--- src/rtl/cpu_state_dumper_pkg.sv ---
// Shared types and helpers for the CPU state dumper: FSM states, PC tag flag, width functions.
package cpu_state_dumper_pkg;

   typedef enum logic [2:0] {
      ST_IDLE,
      ST_WAIT,
      ST_HALT,
      ST_SCAN,
      ST_CAPTURE,
      ST_SEND,
      ST_PCWORD,
      ST_DONE
   } state_t;

   // The tag MSB distinguishes the PC word from register words.
   localparam logic PC_TAG_FLAG = 1'b1;

   function automatic int clog2(input int value);
      int r;
      r = 0;
      while ((1 << r) < value) begin
         r = r + 1;
      end
      return r;
   endfunction

   function automatic int addrWidth(input int depth);
      return (clog2(depth) < 1) ? 1 : clog2(depth);
   endfunction

endpackage

--- src/rtl/cpu_state_dumper_mask_next_index.sv ---
// Combinational priority finder: lowest set mask bit strictly above the current index.
module mask_next_index
   import cpu_state_dumper_pkg::*;
#(
   parameter int NUM_REGS = 32,
   localparam int AW = addrWidth(NUM_REGS)
) (
   input  logic [NUM_REGS-1:0] i_mask,
   input  logic [AW-1:0]       i_cur,
   output logic [AW-1:0]       o_next,
   output logic                o_noneLeft
);

   // Scanning downwards lets the lowest qualifying bit win.
   always_comb begin
      o_next     = '0;
      o_noneLeft = 1'b1;
      for (int i = NUM_REGS - 1; i >= 0; i--) begin
         if (i_mask[i] && (i > int'(i_cur))) begin
            o_next     = AW'(i);
            o_noneLeft = 1'b0;
         end
      end
   end

endmodule

--- src/rtl/cpu_state_dumper.sv ---
// Stalls the CPU after a delay or start pulse and streams masked registers plus the PC as tagged words.
// i_reset is asynchronous and active-low.
module cpu_state_dumper
   import cpu_state_dumper_pkg::*;
#(
   parameter int          XLEN        = 32,
   parameter int          NUM_REGS    = 32,
   parameter logic [31:0] DUMP_MASK   = 32'h0000_04FE,
   parameter int          WAIT_CYCLES = 20,
   parameter int          PERIODIC    = 0,
   parameter int          PERIOD      = 256,
   localparam int AW = addrWidth(NUM_REGS),
   localparam int TW = AW + 1
) (
   input  logic            i_clk,
   input  logic            i_reset,
   input  logic            i_start,
   output logic            o_halt_req,
   input  logic            i_halted,
   output logic [AW-1:0]   o_rf_raddr,
   input  logic [XLEN-1:0] i_rf_rdata,
   input  logic [XLEN-1:0] i_pc,
   output logic            o_out_valid,
   input  logic            i_out_ready,
   output logic [TW-1:0]   o_out_tag,
   output logic [XLEN-1:0] o_out_data,
   output logic            o_busy,
   output logic [7:0]      o_dump_count
);

   localparam int CNT_MAX = (WAIT_CYCLES > PERIOD) ? WAIT_CYCLES : PERIOD;
   localparam int CNT_W   = addrWidth(CNT_MAX + 1);
   localparam logic [NUM_REGS-1:0] EFF_MASK = NUM_REGS'(DUMP_MASK);
   localparam logic [TW-1:0]       PC_TAG   = {PC_TAG_FLAG, {AW{1'b0}}};

   state_t            r_state;
   state_t            w_nextState;
   logic [CNT_W-1:0]  r_count;
   logic              r_armed;
   logic [AW-1:0]     r_index;
   logic [TW-1:0]     r_outTag;
   logic [XLEN-1:0]   r_outData;
   logic [7:0]        r_dumpCount;
   logic [AW-1:0]     w_searchFrom;
   logic [AW-1:0]     w_nextIndex;
   logic              w_noneLeft;
   logic              w_outValid;
   logic              w_inDump;

   // From HALT the search starts below index 1 so bit 0 never qualifies.
   assign w_searchFrom = (r_state == ST_HALT) ? '0 : r_index;

   mask_next_index #(
      .NUM_REGS (NUM_REGS)
   ) u_maskNext (
      .i_mask     (EFF_MASK),
      .i_cur      (w_searchFrom),
      .o_next     (w_nextIndex),
      .o_noneLeft (w_noneLeft)
   );

   always_ff @(posedge i_clk or negedge i_reset) begin
      if (!i_reset) begin
         r_state <= ST_IDLE;
      end else begin
         r_state <= w_nextState;
      end
   end

   always_comb begin
      w_nextState = r_state;
      unique case (r_state)
         ST_IDLE: begin
            if (i_start) begin
               w_nextState = ST_HALT;
            end else if (r_armed) begin
               w_nextState = ST_WAIT;
            end
         end
         ST_WAIT: begin
            if (i_start || (r_count <= CNT_W'(1))) begin
               w_nextState = ST_HALT;
            end
         end
         ST_HALT: begin
            if (i_halted) begin
               w_nextState = w_noneLeft ? ST_PCWORD : ST_SCAN;
            end
         end
         ST_SCAN:    w_nextState = ST_CAPTURE;
         ST_CAPTURE: w_nextState = ST_SEND;
         ST_SEND: begin
            if (i_out_ready) begin
               w_nextState = w_noneLeft ? ST_PCWORD : ST_SCAN;
            end
         end
         ST_PCWORD: begin
            if (i_out_ready) begin
               w_nextState = ST_DONE;
            end
         end
         ST_DONE:    w_nextState = (PERIODIC != 0) ? ST_WAIT : ST_IDLE;
         default:    w_nextState = ST_IDLE;
      endcase
   end

   always_comb begin
      o_halt_req = 1'b0;
      o_busy     = 1'b0;
      w_outValid = 1'b0;
      w_inDump   = 1'b0;
      unique case (r_state)
         ST_HALT: begin
            o_halt_req = 1'b1;
            o_busy     = 1'b1;
         end
         ST_SCAN, ST_CAPTURE: begin
            o_halt_req = 1'b1;
            o_busy     = 1'b1;
            w_inDump   = 1'b1;
         end
         ST_SEND, ST_PCWORD: begin
            o_halt_req = 1'b1;
            o_busy     = 1'b1;
            w_outValid = 1'b1;
            w_inDump   = 1'b1;
         end
         default: begin
            o_halt_req = 1'b0;
         end
      endcase
   end

   // The PC word is loaded on the edge that enters PCWORD, so it is valid for the whole state.
   always_ff @(posedge i_clk or negedge i_reset) begin
      if (!i_reset) begin
         r_count     <= CNT_W'(WAIT_CYCLES);
         r_armed     <= (WAIT_CYCLES > 0);
         r_index     <= '0;
         r_outTag    <= '0;
         r_outData   <= '0;
         r_dumpCount <= '0;
      end else begin
         unique case (r_state)
            ST_IDLE: begin
               r_armed <= 1'b0;
            end
            ST_WAIT: begin
               if (r_count != '0) begin
                  r_count <= r_count - CNT_W'(1);
               end
            end
            ST_HALT: begin
               if (i_halted) begin
                  if (w_noneLeft) begin
                     r_outData <= i_pc;
                     r_outTag  <= PC_TAG;
                  end else begin
                     r_index <= w_nextIndex;
                  end
               end
            end
            ST_CAPTURE: begin
               r_outData <= i_rf_rdata;
               r_outTag  <= {1'b0, r_index};
            end
            ST_SEND: begin
               if (i_out_ready) begin
                  if (w_noneLeft) begin
                     r_outData <= i_pc;
                     r_outTag  <= PC_TAG;
                  end else begin
                     r_index <= w_nextIndex;
                  end
               end
            end
            ST_DONE: begin
               r_count <= CNT_W'(PERIOD);
               if (r_dumpCount != 8'hFF) begin
                  r_dumpCount <= r_dumpCount + 8'd1;
               end
            end
            default: begin
               r_armed <= r_armed;
            end
         endcase
      end
   end

   assign o_rf_raddr   = r_index;
   assign o_out_valid  = w_outValid;
   assign o_out_tag    = r_outTag;
   assign o_out_data   = r_outData;
   assign o_dump_count = r_dumpCount;

   // A CPU that leaves the halted state mid-dump corrupts the snapshot; the dump still runs to completion.
   assert property (@(posedge i_clk) disable iff (!i_reset) w_inDump |-> i_halted);

endmodule

--- config.mk ---
export PLATFORM = sky130hd
export DESIGN_NAME = cpu_state_dumper
export DESIGN_NICKNAME = d
export VERILOG_FILES = /design/src/rtl/cpu_state_dumper_pkg.sv /design/src/rtl/cpu_state_dumper_mask_next_index.sv /design/src/rtl/cpu_state_dumper.sv
export SDC_FILE = /design/constraint.sdc
export NUM_CORES = 1
export LEC_CHECK = 0
export CAP_MARGIN = 40
export CORE_ASPECT_RATIO = 0.5
export CORE_MARGIN = 3
export CORE_UTILIZATION = 40
export CTS_CLUSTER_SIZE = 10
export DETAILED_ROUTE_END_ITERATION = 10
export PLACE_DENSITY = 0.77
export SLEW_MARGIN = 20
export SYNTH_ARGS = -nofsm -noshare
export SYNTH_HDL_FRONTEND = slang
export SYNTH_SLANG_ARGS = --single-unit
--- constraint.sdc ---
create_clock -name i_clk -period 1.7 [get_ports i_clk]
set_input_delay 0.255 -clock i_clk [delete_from_list [all_inputs] [get_ports i_clk]]
set_output_delay 0.255 -clock i_clk [all_outputs]
set_load 0.01 [all_outputs]
==> summary.txt <==
STA
  • Worst Setup Slack, final: -0.1691 ns
  • Fin crit period: 1.869 ns
  • Final period util: 1.099
  • # setup viols final: 51
  • Fin Clk Skew: 0.005633 ns
  • Maximum clock rate: 535.0 MHz
  • Max Slew Vio Count: 0
  • Fin. Hold Viols: 0
  • Unrepaired setup endpoints after global routing: yes

Synth
  • Flops & latches, synth: 62
  • Top cells by count, synth: dfrtp_1 (59), nand2_1 (42), mux2i_1 (37)
  • Synth area leaders: dfrtp_1 (47%), mux2i_1 (12%), o21ai_0 (5.4%)
  • Ys flop type: dfrtp_1
  • Most common cell in the netlist: dfrtp_1
  • Synthesis warning total: 0
  • Synth top area share: 0.4694
  • Syn_area_per_cell: 10.08 µm²
  • Post-synth EDFFs: 0
  • Synth area leader: dfrtp_1
  • Share of flip-flops with an asynchronous set or reset: 1.000
  • Syn Inst Count: 312
  • Seq/Total Area, Yosys: 0.4944
  • Netlist cell types: 49
  • Netlist Area Pre-Place: 3146 µm²

Routing
  • Final wirelength: 9556 µm
  • Drt via density: 5.068
  • Drt wl/cell: 16.20 µm
  • Iteration-0 DRC Markers: 114
  • ANT nets after route: 0
  • Number of remaining DRC errors: 0
  • Initial DRT Pass Iterations: 4
  • Via Count: 2990

Global route
  • Gr ovfl total: 0
  • Global Route Usage Sum: 0.1998
  • Vias in the first global route: 2838
  • Initial antenna violation count: 0
  • First-pass GRT wire length: 14250 µm
  • Largest net degree at the start of global routing: 35

Setup path
  • Endpoint type of the worst setup path: flip-flop
  • Critical Path RT: 1.96 ns
  • Critical-path cell list: buf_6 > ha_4 > nor2b_4 > a311o_1 > or4_4 > a21oi_4
  • Arr. time, crit path: 2.13 ns
  • Crit-path max FO: 8
  • Slowest CP cell: or4_4
  • Startpoint types: flip-flop
  • Delay-heaviest family, CP: simple AND/OR/NAND/NOR gates
  • Bufs and invs on worst path: 1
  • Worst setup path class: flip-flop to flip-flop
  • Slowest Stage Delay on Critical Path: 0.45 ns
  • R2R setup slack: -0.17 ns

Clock tree
  • CTS Sinks: 62
  • CTS H-tree lvls: 3
  • Clock-pin slew on the worst setup and hold paths: 0.05 ns
  • CTS Buffer Depth: 2
  • Root buffer cell: clkbuf_16
  • CTS tree: yes
  • Clk_lat worst skew: 0.32 ns
  • Cts bufs inserted: 9

Place
  • Buffers on Ports: 120
  • Area post-placement: 4803 µm²
  • Detailed Place HPWL: 6361 µm
  • Routability congestion estimate: 0.8267
  • Post-Place Cells: 560

Floorplanning
  • Starting Density: 0.4201
  • Site row count: 22
  • IO Pins: 123
  • Die W: 131.4 µm
  • Die height: 68.71 µm
  • Core Region: 7487 µm²
  • Total die area: 9029 µm²

Power and ir drop
  • PD cells: 1895 nW/µm²
  • Leakage: 2.600 nW
  • Peak VDD IR: 0.7819 mV

Layout
  • Area Overhead vs Synth: 75.46%
  • Layout Cells excl Fill: 590
  • Fraction of layout instances using a drive strength above 1: 0.2448
  • Layout filler cell count: 535
  • Number of diodes: 0
  • Core Util, Final: 0.7371
  • Final Cell Area: 5519 µm²
  • Final #Nets: 553

Status
  • Status: finished with violations
  • Failing checks: negative setup slack

Flow run
  • Max Cap Viol: 0

Worst hold path
  • Hold Crit Class: input pin to async pin
==> where the power goes <==
group	total, mW	internal (mW)	leakage [nW]	switching, mW
Combinational	5.83	3.22	1.68	2.61
Clock	1.91	1.29	0.162	0.627
Sequential	2.71	2.16	0.762	0.558
Total	10.5	6.66	2.60	3.80
==> metrics by stage <==
stage,worst slack [ns],hold WS (ns),power [mW],setup TNS (ns)
finish,-0.1691,0.4453,10.46,-4.332
global route,-0.2338,0.4666,11.13,-7.491
floorplan,-0.07035,-0.04059,5.053,-0.3683
global placement,-0.1112,0.2460,7.376,-3.149
CTS,-0.1371,0.4466,9.861,-2.514
detailed placement,-0.1899,0.2458,7.537,-4.604
==> area by class of cell <==
type	count	area, µm²	share of cell area
inverters	14	52.55	0.009522
flip-flops and latches	62	1559	0.2825
well taps	108	135.1	0.02448
repair buffers	174	1803	0.3267
clock buffers	13	280.3	0.05078
clock inverters	3	40.04	0.007255
multi-input cells	216	1649	0.2988
==> layer usage <==
metal / GRT usage / share of wire / vias up
met5: 0 / 0 / -
li1: - / - / 1444
met1: 0.2347 / 0.41 / 1455
met4: 0.05497 / 0.012 / 0
met3: 0.05870 / 0.044 / 13
met2: 0.3692 / 0.53 / 78
==> sequential cells by signal, summed over array words and instances, names as in the netlist <==
name and cells:
r_armed 1, o_out_tag 5, o_dump_count 8, o_out_data 32, o_rf_raddr 4, r_state 3
r_count 9
==> path summary, 6_finish.rpt <==
path | start | end | cells past startpoint
setup / recovery | r_state[0] | r_count[4] | 6
hold / removal | i_reset | o_out_data[19] | 2
setup reg to reg | r_state[0] | r_count[4] | 6
hold reg to reg | o_out_data[12] | o_out_data[12] | 2
max in group asynchronous | i_reset | r_count[4] | 3
min in group i_clk | o_out_data[12] | o_out_data[12] | 2
==> layout by cell type (no fill, tap or decap), types with 9 or more instances in the layout <==
master           count
clkdlybuf4s50_1    115
nand2_1             41
a21oi_1              9
dfrtp_1             56
inv_1               13
nor2_1              12
o21ai_1             22
clkbuf_16           11
buf_4               37
mux2i_1             36
==> timing repair <==
item / in CTS / in global routing
pin swaps: 7 / 7
endpoints found under the setup margin: 48 / 58
cloned: 3 / 3
hold buffers: 1 / 0
buffers inserted: 2 / 6
hold endpoints to repair: 16 / 0
resized for setup: 46 / 37
==> logic make-up after synthesis <==
family                   after synthesis  share of synthesized area
AND/OR/NAND/NOR                       81                     0.1193
adder cells (fa/ha/maj)                7                    0.02784
XOR/XNOR                               8                    0.02228
multiplexers                          39                     0.1249
buffers and inverters                 35                    0.05052
AO/OA/AOI/OAI                         79                     0.1595
flip-flops                            62                     0.4944
other                                  1                   0.001192
No activity file was read; power rests on OpenSTA's default activity.
